==> config.mk <==
export PLATFORM = sky130hd
export DESIGN_NAME = alu_issue
export DESIGN_NICKNAME = d
export VERILOG_FILES = /design/src/rtl/alu_issue.sv
export SDC_FILE = /design/constraint.sdc
export NUM_CORES = 1
export LEC_CHECK = 0
export CAP_MARGIN = 5
export CORE_UTILIZATION = 38
export CTS_BUF_LIST = sky130_fd_sc_hd__clkbuf_8
export DETAILED_ROUTE_END_ITERATION = 7
export HOLD_SLACK_MARGIN = 0.15
export PLACE_DENSITY_LB_ADDON = 0.15
export SLEW_MARGIN = 15
export SYNTH_ARGS = -nofsm -noshare
export SYNTH_HDL_FRONTEND = slang
export SYNTH_SLANG_ARGS = --single-unit
==> constraint.sdc <==
create_clock -name clk -period 1.9 [get_ports clk]
set_clock_uncertainty 0.05 [all_clocks]
set_input_delay 0.285 -clock clk [delete_from_list [all_inputs] [get_ports clk]]
set_output_delay 0.285 -clock clk [all_outputs]
set_load 0.005 [all_outputs]
==> src/rtl/alu_issue.sv <==
//==============================================================================
// alu_issue : RV32 R-type / OP-IMM decode feeding an external alu through an
//             EX operand register, with the alu result captured in a WB register.
// Option    : define ALU_ISSUE_MUL_EN to decode R-type MUL (funct7=0000001, f3=000).
// Revision  : 1.0  initial release
//==============================================================================
`default_nettype none

module alu_issue #(
   parameter int XLEN = 32
) (
   input  logic            clk,
   input  logic            rst_n,
   input  logic            i_flush,
   input  logic            i_in_valid,
   output logic            o_in_ready,
   input  logic [31:0]     i_in_inst,
   input  logic [XLEN-1:0] i_in_rs1,
   input  logic [XLEN-1:0] i_in_rs2,
   output logic [XLEN-1:0] o_alu_a,
   output logic [XLEN-1:0] o_alu_b,
   output logic [4:0]      o_alu_op,
   input  logic [XLEN-1:0] i_alu_y,
   input  logic            i_alu_zero,
   output logic            o_wb_valid,
   input  logic            i_wb_ready,
   output logic [4:0]      o_wb_rd,
   output logic [XLEN-1:0] o_wb_data,
   output logic            o_wb_zero,
   output logic            o_illegal
);

   localparam logic [6:0] c_OPC_OP    = 7'b0110011;
   localparam logic [6:0] c_OPC_OPIMM = 7'b0010011;

   logic            r_ex_valid;
   logic [XLEN-1:0] r_alu_a;
   logic [XLEN-1:0] r_alu_b;
   logic [4:0]      r_alu_op;
   logic [4:0]      r_ex_rd;
   logic            r_wb_valid;
   logic [4:0]      r_wb_rd;
   logic [XLEN-1:0] r_wb_data;
   logic            r_wb_zero;
   logic            r_illegal;

   logic [6:0]      w_f7;
   logic [2:0]      w_f3;
   logic [4:0]      w_code;
   logic            w_legal;
   logic [4:0]      w_op;
   logic [XLEN-1:0] w_b;
   logic            w_wb_adv;
   logic            w_ex_adv;
   logic            w_in_ready;
   logic            w_accept;
   logic            w_unused_rs1_field;

   assign w_f7   = i_in_inst[31:25];
   assign w_f3   = i_in_inst[14:12];
   assign w_code = {w_f7[5], w_f7[0], w_f3};
   assign w_unused_rs1_field = ^i_in_inst[19:15];

   // Operand B defaults to rs2; immediates and 5-bit shift amounts override it.
   always_comb begin
      w_legal = 1'b0;
      w_op    = 5'b00000;
      w_b     = i_in_rs2;
      case (i_in_inst[6:0])
         c_OPC_OP: begin
            if (w_f7 == 7'b0000000 || w_f7 == 7'b0100000 || w_f7 == 7'b0000001) begin
               w_op = w_code;
               case (w_code)
                  5'b00000, 5'b10000, 5'b00110, 5'b00111: w_legal = 1'b1;
                  5'b00001: begin
                     w_legal = 1'b1;
                     w_b     = {{(XLEN-5){1'b0}}, i_in_rs2[4:0]};
                  end
`ifdef ALU_ISSUE_MUL_EN
                  5'b01000: w_legal = 1'b1;
`endif
                  default: w_legal = 1'b0;
               endcase
            end
         end
         c_OPC_OPIMM: begin
            w_op = {2'b00, w_f3};
            w_b  = {{(XLEN-12){i_in_inst[31]}}, i_in_inst[31:20]};
            case (w_f3)
               3'b000, 3'b110, 3'b111: w_legal = 1'b1;
               3'b001: begin
                  w_legal = (w_f7 == 7'b0000000);
                  w_b     = {{(XLEN-5){1'b0}}, i_in_inst[24:20]};
               end
               default: w_legal = 1'b0;
            endcase
         end
         default: w_legal = 1'b0;
      endcase
   end

   assign w_wb_adv   = !r_wb_valid || i_wb_ready;
   assign w_ex_adv   = r_ex_valid && w_wb_adv;
   assign w_in_ready = !i_flush && (!r_ex_valid || w_ex_adv);
   assign w_accept   = i_in_valid && w_in_ready;

   always_ff @(posedge clk or negedge rst_n) begin
      if (!rst_n) begin
         r_ex_valid <= 1'b0;
         r_alu_a    <= '0;
         r_alu_b    <= '0;
         r_alu_op   <= 5'b00000;
         r_ex_rd    <= 5'd0;
      end else if (i_flush) begin
         r_ex_valid <= 1'b0;
      end else if (w_accept && w_legal) begin
         r_ex_valid <= 1'b1;
         r_alu_a    <= i_in_rs1;
         r_alu_b    <= w_b;
         r_alu_op   <= w_op;
         r_ex_rd    <= i_in_inst[11:7];
      end else if (w_ex_adv) begin
         r_ex_valid <= 1'b0;
      end
   end

   // Flush takes priority over both the EX->WB move and a WB drain.
   always_ff @(posedge clk or negedge rst_n) begin
      if (!rst_n) begin
         r_wb_valid <= 1'b0;
         r_wb_rd    <= 5'd0;
         r_wb_data  <= '0;
         r_wb_zero  <= 1'b0;
      end else if (i_flush) begin
         r_wb_valid <= 1'b0;
      end else if (w_ex_adv) begin
         r_wb_valid <= 1'b1;
         r_wb_rd    <= r_ex_rd;
         r_wb_data  <= i_alu_y;
         r_wb_zero  <= i_alu_zero;
      end else if (i_wb_ready) begin
         r_wb_valid <= 1'b0;
      end
   end

   always_ff @(posedge clk or negedge rst_n) begin
      if (!rst_n) begin
         r_illegal <= 1'b0;
      end else begin
         r_illegal <= w_accept && !w_legal;
      end
   end

   assign o_in_ready = w_in_ready;
   assign o_alu_a    = r_alu_a;
   assign o_alu_b    = r_alu_b;
   assign o_alu_op   = r_alu_op;
   assign o_wb_valid = r_wb_valid;
   assign o_wb_rd    = r_wb_rd;
   assign o_wb_data  = r_wb_data;
   assign o_wb_zero  = r_wb_zero;
   assign o_illegal  = r_illegal;

endmodule

`default_nettype wire
==> flow_summary.json <==
{
  "p_comb_share_pct": 10.5,
  "dp.cells": 781,
  "ant_nets": 0,
  "p_seq_share_pct": 46.4,
  "required_ns": 2.16,
  "synth_edf_count": 0,
  "ys_warn_count": 0,
  "remaining_drc_errors": 0,
  "grt_start_max_net_pins": 48,
  "cap_violations": 0,
  "p_leak_nw": 4.37,
  "postSynthCellCount": 357,
  "io_pins": 244,
  "setup_viol": 1,
  "synth_nets": 491,
  "antenna_found_initial": 0,
  "clk_pin_slew_ns": 0.07,
  "synth_top_area_share_pct": 58.6,
  "wl_met2_mm": 7.00,
  "grt.overflow.total": 0,
  "synth_async_sr_flop_share_pct": 100,
  "yosys-top-cells-area": "dfrtp_1, mux2_2, mux2i_1",
  "dieWidth_um": 116,
  "hold_class": "input port to asynchronous set/reset pin",
  "grt_pass1_vias": 4083,
  "cts.path.max_buffers": 2,
  "r2r_cells": 8,
  "synth-seq-cells": 115,
  "vias": 3898,
  "cts_buffers": 17,
  "drtPass1Iterations": 4,
  "setup.worst_path.class": "input port to register",
  "r2r-start": "o_wb_valid$_DFFE_PN0P_",
  "rrSetupSlack_ns": 0.06,
  "report.final.slew_viol_count": 0,
  "ys_seq_area_share_pct": 58.6,
  "n_fill_cell": 970,
  "worstPathArrival_ns": 2.16,
  "area_growth_syn_to_layout_pct": 73.9,
  "routed_via_density": 4.69,
  "cellInternalPower_w": 0.00419,
  "swShare_pct": 22.5,
  "ir_drop_uv": 509,
  "core_um2": 12600,
  "p_sw_w": 0.00122,
  "setup_slack_ns": -0.00327,
  "p_clk_share_pct": 43.1,
  "avgSynthCellArea_um2": 13.8,
  "cts_root_buf": "clkbuf_8",
  "ys_types": 32,
  "num_antenna_cells": 0,
  "instances_no_fill": 832,
  "worst-path-max-fanout": 8,
  "status": "finished, violations left",
  "nets": 781,
  "met1_length_mm": 5.48,
  "slew_headroom_pct": 71.0,
  "total_power_w": 0.00541,
  "grtUsageTotal_pct": 20.7,
  "p_per_area_nw_per_um2": 634,
  "timing.fmax_mhz": 525,
  "dp_hpwl_mm": 9.86,
  "synth_area_leader_cell": "dfrtp_1",
  "cts_sinks": 115,
  "crit_path_end_kind": "register",
  "portBuffers": 238,
  "cts_tree": "done",
  "highest_layer": "met4",
  "routed_wl_mm": 13.9,
  "met3WireLength_mm": 1.18,
  "period_share_pct": 100,
  "fp.dieH_um": 116,
  "wl_per_cell_um": 16.7,
  "setup.worst_path.start_class": "input port",
  "violations": "setup timing",
  "grt_pass1_wl_mm": 20.6,
  "cts_max_level": 4,
  "drt_first_iter_violations": 77,
  "syn-cell-area_um2": 4910,
  "drive_above_1_share_pct": 28.3,
  "min_period_ns": 1.90,
  "hold_violations": 0,
  "worstReg2RegEnd": "o_alu_b[6]$_DFFE_PN0P_",
  "gp_congestion": 0.835,
  "initial_core_util_pct": 38.9,
  "rsz0062_at_grt": "yes",
  "clock_latency_ns": 0.42,
  "fp-row-count": 41,
  "die-area_um2": 13400,
  "holdWs_ns": 0.284,
  "worst_slew_pin_slew_ns": 0.436,
  "synthFlopType": "dfrtp_1"
}
==> area by class of cell <==
cell class	count	area [µm²]	area share [%]
Clock buffer	18	248	2.90
Multi-Input combinational cell	193	1900	22.3
Timing Repair Buffer	289	3020	35.4
Inverter	31	116	1.36
Sequential cell	115	2880	33.7
Tap cell	172	215	2.52
Clock inverter	14	163	1.90
==> layer usage <==
metal  GRT usage, %  vias up
li1               -     1818
met1           23.6     1918
met2           35.1      145
met3           7.58       17
met4           8.63        0
met5              0        -
==> logic make-up (layout without fill, tap and decap cells) <==
kind of cell	count (synthesis)	after routing	share of synthesized area, %
buffers and inverters	49	352	4.51
AO/OA/AOI/OAI	44	44	5.07
multiplexers	116	116	27.1
flip-flops	115	115	58.6
AND/OR/NAND/NOR	33	33	4.71
==> per-stage QoR <==
stage / setup TNS (ns) / cell area, µm² / setup slack [ns] / util [%]
5_1_grt: -0.0913 / 8540 / -0.0262 / 67.7
4_1_cts: -0.806 / 8300 / -0.0537 / 65.8
6_report: -0.00327 / 8540 / -0.00327 / 67.7
2_1_floorplan: -0.0468 / 4940 / -0.00328 / -
3_3_place_gp: -39.44 / 7750 / -0.519 / 61.4
3_5_place_dp: -43.51 / 7750 / -0.579 / 61.4
==> cell usage in the layout (no fill, tap or decap), types with 2 or more instances in the layout <==
cell type,n
clkinvlp_4,4
mux2_4,17
buf_12,10
mux2_2,68
mux2i_1,30
nand3b_1,2
clkinv_2,5
and2_1,2
dlygate4sd2_1,7
clkinv_4,2
buf_16,2
buf_4,33
inv_1,31
bufinv_16,3
or3_1,2
o21ai_0,24
clkbuf_16,4
clkdlybuf4s50_1,222
clkbuf_8,18
nor2_1,4
dfrtp_1,115
a22o_1,5
dlymetal6s2s_1,8
buf_6,2
a21oi_1,10
nand2_1,7
==> cell usage after synthesis, drive strengths merged, types with 2 or more instances <==
library cell,n
dfrtp,115
mux2,85
inv,31
mux2i,31
o21ai,25
buf,12
a21oi,11
nand2,8
clkbuf,6
a22o,5
nor2,5
and2,3
nor3,3
or3,3
nand3b,2
nor2b,2
nor3b,2
==> sequential cells by signal (all words and copies together) (netlist names) <==
name,count
o_wb_rd,5
o_wb_data,32
o_alu_b,32
o_alu_op,5
o_alu_a,32
o_illegal,1
o_wb_valid,1
r_ex_valid,1
r_ex_rd,5
o_wb_zero,1
==> what timing repair did <==
action                                  in CTS  in global routing
hold buffers                                 1                  0
pin swaps                                    1                  9
endpoints found under the setup margin      69                 72
hold endpoints to repair                   107                  0
gates resized for setup                     18                 20
gates cloned                                 2                  5
buffers inserted                             5                  6
==> worst max-delay path, cell delays in order <==
cell	delay (ns)
clkdlybuf4s50_1	0.43
or3_4	0.44
nor2_8	0.14
o2111ai_2	0.11
o31a_4	0.15
buf_12	0.16
clkbuf_16	0.16
buf_12	0.14
mux2i_2	0.14
==> worst max-delay path by stage <==
stage | from | depth (start not counted) | end
floorplan | i_in_inst[5] | 8 | o_alu_a[23]$_DFFE_PN0P_
CTS | o_wb_valid$_DFFE_PN0P_ | 6 | o_alu_a[26]$_DFFE_PN0P_
finish | i_in_inst[3] | 9 | o_alu_b[6]$_DFFE_PN0P_
global placement | i_in_inst[27] | 7 | o_alu_b[0]$_DFFE_PN0P_
global route | o_wb_valid$_DFFE_PN0P_ | 8 | o_alu_b[6]$_DFFE_PN0P_
detailed placement | i_in_inst[27] | 7 | o_alu_a[23]$_DFFE_PN0P_
==> power by group through the flow <==
| stage | Sequential [W] | Combinational (W) | Clock (W) |
|---|---|---|---|
| 2_1_floorplan | 0.00256 | 0.0000978 | 0 |
| 3_3_place_gp | 0.00256 | 0.000552 | 0 |
| 3_5_place_dp | 0.00256 | 0.000562 | 0 |
| 4_1_cts | 0.00251 | 0.000568 | 0.00240 |
| 5_1_grt | 0.00252 | 0.000611 | 0.00251 |
| 6_report | 0.00251 | 0.000566 | 0.00233 |
(Power assumes the default switching activity.)
==> patch 1: new RTL, same settings <==
Change the parameter `XLEN` from 32 to 36.
--- a/src/rtl/alu_issue.sv
+++ b/src/rtl/alu_issue.sv
@@ -7,7 +7,7 @@
 `default_nettype none
 
 module alu_issue #(
-   parameter int XLEN = 32
+   parameter int XLEN = 36
 ) (
    input  logic            clk,
    input  logic            rst_n,
Ports: changed (6 resized); port bits go from 244 to 268. No check against the original RTL was run, so the function may have changed too.
==> patch 1 against the original RTL <==
The flow still finishes with violations (setup timing); sequential power up 11%; sequential cell count grew 12; final area rose by 9.0%; critical path type is now reg2reg; power grew 10%; cell count increased by 7.3%; critical endpoint is now o_alu_b[3]$_DFFE_PN0P_; wire length is 7.6% higher; synthesized area up 11%; setup slack worse by 0.13 ns.
==> patch 1: results (changes against the original RTL) <==
syn_nets: 536 (+9.2%)
Cell variety after synth: 33 (+3.1%)
Tot GR Track Use: 19.8% (-0.86 points)
Crit. End Element: register
ys flop type: dfrtp_1
Peak VDD IR: 0.446 mV (-12%)
Avg Vias per Cell: 4.72 (+0.75%)
status: finished, violations left
CP endpoint: o_alu_b[3]$_DFFE_PN0P_
Yosys warnings: 0 (unchanged)
Slowest-stage cell, CP: dfrtp_1
HP Class: in2reg
Mapped Avg Cell Area: 14.0 µm² (+1.7%)
GP Congestion: 0.746 (-11%)
H-Tree Level Count: 4 (unchanged)
Pre-antenna DRT Iters: 5 (+1)
Seq/Total Area, Yosys: 58.2% (-0.36 points)
CP max FO: 7 (-1)
Finish-stage setup viols: 64 (+63)
clk buf depth: 2 (unchanged)
Final Worst Setup Slack: -0.134 ns (-0.131 ns)
DR iter-0 viols: 125 (+62%)
Critical R2R Launch: o_wb_valid$_DFFE_PN0P_
leakage dissipation: 4.71 nW (+7.9%)
Setup TNS: -6.31 ns (-6.31 ns)
Worst EP arrival: 2.30 ns (+0.14 ns)
FF-to-FF path depth: 7 (-1)
worst skew pair latency: 0.43 ns
share of layout cells above drive strength 1: 26.8% (-1.5 points)
Worst Setup Start Kind: register
DP Wirelength: 10.7 mm (+8.0%)
Root Driver: clkbuf_8
Clock transition at path regs: 0.08 ns
placed insts: 848 (+8.6%)
routed wire length: 14.9 mm (+7.6%)
routed len/inst: 16.7 µm (+0.23%)
largest net degree at the start of global routing: 93 (+94%)
failing checks: setup timing
ys async rst share: 100% (unchanged)
slowest stage delay, CP: 0.39 ns (-0.05 ns)
port bufs: 262 (+10%)
cts bufs inserted: 17 (unchanged)
Worst Tran Pin Value: 0.497 ns (+0.0618 ns)
reg-to-reg endpoint: o_alu_b[3]$_DFFE_PN0P_
antenna violations before repair: 0 (unchanged)
first-pass GRT wire length: 22.3 mm (+8.4%)
Synth area leaders: dfrtp_1, mux2_2, mux2_4
ant diodes: 0 (unchanged)
Post-synth top cells: dfrtp_1, mux2_2, mux2_4, inv_1
vias in the first global route: 4498 (+10%)
placed cell area: 8570 µm² (+11%)
==> patch 1: layout make-up <==
| class | instances | area, µm² |
|---|---|---|
| repair buffers | 311 | 3220 |
| fillers | 1069 | 4630 |
| multi-input cells | 213 | 2120 |
| flip-flops and latches | 127 | 3180 |
| clock buffers | 19 | 262 |
| clock inverters | 13 | 185 |
| well taps | 180 | 225 |
| inverters | 30 | 113 |
==> patch 1: layer usage <==
| layer | wire [µm] | GRT usage [%] |
|---|---|---|
| met4 | 248 | 8.87 |
| met2 | 7510 | 33.0 |
| met1 | 5930 | 22.7 |
| met3 | 1220 | 7.16 |
| met5 | 0 | 0 |
==> patch 1: timing repair <==
action | in CTS | in global routing
hold endpoints to repair | 127 | 0
hold buffers | 1 | 0
pin swaps | 0 | 8
gates resized for setup | 13 | 13
setup buffers | 2 | 4
gates cloned | 3 | 4
endpoints found under the setup margin | 83 | 104
==> patch 1: worst min path at each step <==
stage / slack [ns] / depth (start not counted) / end / from
2_1_floorplan: -0.06 / 0 / o_alu_a[0]$_DFFE_PN0P_ / rst_n
3_3_place_gp: 0.31 / 2 / o_wb_data[0]$_DFFE_PN0P_ / rst_n
3_5_place_dp: 0.33 / 2 / o_wb_data[16]$_DFFE_PN0P_ / rst_n
4_1_cts: 0.28 / 3 / o_alu_op[2]$_DFFE_PN0P_ / i_in_inst[14]
5_1_grt: 0.26 / 4 / o_alu_op[0]$_DFFE_PN0P_ / i_in_inst[12]
6_report: 0.27 / 4 / o_alu_op[0]$_DFFE_PN0P_ / i_in_inst[12]
==> patch 1: where the power goes <==
part	internal (W)	switching (W)
Sequential	0.00275	0.0000261
Clock	0.00150	0.00108
Combinational	0.000423	0.000192
==> patch 1: cell families after synthesis <==
family	share of synthesized area (%)
flops	58.2
compound gates	4.88
buf+inv	4.13
mux	28.4
simple gates	4.31
==> patch 1: stage by stage <==
stage          util [%]  setup slack [ns]
2_1_floorplan         -           -0.0938
3_3_place_gp       61.5            -0.588
3_5_place_dp       61.5            -0.660
4_1_cts            65.6            -0.168
5_1_grt            66.8            -0.183
6_report           66.8            -0.134
==> patch 1: worst max-delay path: cells and delay by family (launching register included) <==
| family | cells | cell delay [ns] |
|---|---|---|
| compound gates | 2 | 0.49 |
| simple gates | 2 | 0.34 |
| flops | 1 | 0.39 |
| buf+inv | 2 | 0.35 |
| mux | 1 | 0.30 |
==> patch 2: new RTL, same flow settings <==
Without the edit above. Reset style: synchronous (`rst_n`), changed in 3 clocked blocks.
--- a/src/rtl/alu_issue.sv
+++ b/src/rtl/alu_issue.sv
@@ -104,7 +104,7 @@
    assign w_in_ready = !i_flush && (!r_ex_valid || w_ex_adv);
    assign w_accept   = i_in_valid && w_in_ready;
 
-   always_ff @(posedge clk or negedge rst_n) begin
+   always_ff @(posedge clk) begin
       if (!rst_n) begin
          r_ex_valid <= 1'b0;
          r_alu_a    <= '0;
@@ -125,7 +125,7 @@
    end
 
    // Flush takes priority over both the EX->WB move and a WB drain.
-   always_ff @(posedge clk or negedge rst_n) begin
+   always_ff @(posedge clk) begin
       if (!rst_n) begin
          r_wb_valid <= 1'b0;
          r_wb_rd    <= 5'd0;
@@ -143,7 +143,7 @@
       end
    end
 
-   always_ff @(posedge clk or negedge rst_n) begin
+   always_ff @(posedge clk) begin
       if (!rst_n) begin
          r_illegal <= 1'b0;
       end else begin
Behaviour: differs if rst_n is asserted again (counterexample within 4 cycles, from zero or initial values and one cycle with rst_n low); with rst_n held inactive, the same outputs for 4 cycles.
==> patch 2 against the original RTL <==
Sequential cell count stayed put; wire length is 26% higher; setup slack better by 0.051 ns; synthesized area is 3.5% higher; sequential share of layout area is 7.3 points lower; die area is 3.4% higher; power is 4.3% higher; final area is 2.0% higher; largest cell class unchanged.
==> patch 2: results (changes against the original RTL) <==
Critical R2R Launch: o_wb_valid$_SDFFE_PP0P_
WL met3: 1.31 mm (+11%)
vias in the first global route: 5392 (+32%)
GP Congestion: 0.842 (+0.85%)
Finish-stage setup viols: 0 (-1)
antenna violations before repair: 2 (+2)
Mapped Avg Cell Area: 8.72 µm² (-37%)
first-pass GRT wire length: 27.3 mm (+32%)
CP endpoint: o_alu_b[24]$_SDFFE_PN0P_
Seq/Total Area, Yosys: 45.3% (-13 points)
met2 WL post-DR: 8.74 mm (+25%)
switching pwr: 0.00124 W (+1.5%)
routed wire length: 17.5 mm (+26%)
Post-synth top cells: dfxtp_1, a21oi_1, nand2_1, o21ai_1, nand3_1
worst skew pair latency: 0.44 ns (+0.02 ns)
Worst Tran Pin Value: 0.447 ns (+0.0111 ns)
Pre-antenna DRT Iters: 6 (+2)
largest net degree at the start of global routing: 50 (+4.2%)
HP Class: in2reg
Final #Nets: 981 (+26%)
share of layout cells above drive strength 1: 18.4% (-10 points)
FF-to-FF path depth: 6 (-2)
M1 WL: 7.04 mm (+29%)
FILL cells: 1005 (+3.6%)
routed len/inst: 17.0 µm (+1.9%)
mux contribution to synthesized area: 1.38% (-26 points)
DR iter-0 viols: 322 (+320%)
Synth Area in Compound Gates: 28.2% (+23 points)
DR vias: 5547 (+42%)
highest layer used for signal routing: met5
leakage dissipation: 3.06 nW (-30%)
Peak VDD IR: 0.571 mV (+12%)
syn_nets: 717 (+46%)
Tot GR Track Use: 24.7% (+4.0 points)
placed cell area: 7920 µm² (+2.2%)
reg-to-reg endpoint: o_alu_b[2]$_SDFFE_PN0P_
status: finished, final reports clean
R2R Setup Slk: 0.11 ns (+0.05 ns)
Synth area leaders: dfxtp_1, a21oi_1, a211oi_2
CP max FO: 7 (-1)
## patch 2: worst max-delay path: stages
cell and delay (ns):
clkdlybuf4s50_1 0.42, or3b_4 0.43, nor3_4 0.25, o211a_4 0.21, buf_4 0.14, clkbuf_16 0.16, nor3_2 0.04, a211oi_2 0.21
## patch 2: worst min-delay path by stage
stage                                 end                        from  slack, ns
5_1_grt          o_alu_op[0]$_SDFFE_PN0P_               i_in_inst[12]       0.23
6_report         o_alu_op[0]$_SDFFE_PN0P_               i_in_inst[12]       0.22
4_1_cts        o_wb_data[10]$_SDFFE_PN0P_                 i_alu_y[10]       0.31
3_5_place_dp   o_wb_data[24]$_SDFFE_PN0P_  o_wb_data[24]$_SDFFE_PN0P_       0.40
3_3_place_gp      o_wb_rd[1]$_SDFFE_PN0P_     r_ex_rd[1]$_SDFFE_PN0P_       0.39
2_1_floorplan   o_wb_data[0]$_SDFFE_PN0P_                  i_alu_y[0]       0.37
## patch 2: routing by layer
| layer | global-route usage (%) | vias up |
|---|---|---|
| met5 | 0 | - |
| met2 | 42.2 | 223 |
| met1 | 28.1 | 2633 |
| met4 | 9.29 | 2 |
| li1 | - | 2647 |
| met3 | 8.67 | 42 |
## patch 2: final cells by class
class / count / area (µm²) / area share, %
sequential: 115 / 2300 / 26.4
tap: 172 / 215 / 2.47
inverter: 2 / 10.0 / 0.115
timing repair buffer: 303 / 3150 / 36.2
antenna: 1 / 2.50 / 0.0287
clock buffer: 20 / 275 / 3.16
multi-input combinational: 408 / 2550 / 29.3
clock inverter: 12 / 201 / 2.31
## patch 2: through the flow
stage	hold WS, ns	worst slack (ns)	utilization, %
5_1_grt	0.232	0.000348	67.9
4_1_cts	0.314	0.00272	66.2
6_report	0.216	0.0481	67.9
3_5_place_dp	0.396	-0.862	61.8
2_1_floorplan	0.371	0.0207	-
3_3_place_gp	0.389	-0.734	61.8
## patch 2: cells by family after synthesis
kind of cell,count (synthesis)
simple gates,186
mux,7
flops,115
compound gates,214
buf+inv,61
## patch 2: repair_timing
item                                    in CTS  in global routing
gates resized for setup                     14                 13
hold buffers                                 0                  0
gates cloned                                 1                  5
setup buffers                                3                  6
endpoints found under the setup margin      74                 74
endpoints found under the hold margin        0                  0
pin swaps                                    3                  7
## patch 2: power groups by stage
stage / registers [W] / logic [W] / clock network (W)
3_3_place_gp: 0.00247 / 0.000498 / 0
6_report: 0.00241 / 0.000523 / 0.00271
3_5_place_dp: 0.00247 / 0.000508 / 0
5_1_grt: 0.00241 / 0.000557 / 0.00288
4_1_cts: 0.00241 / 0.000522 / 0.00276
2_1_floorplan: 0.00247 / 0.000143 / 0
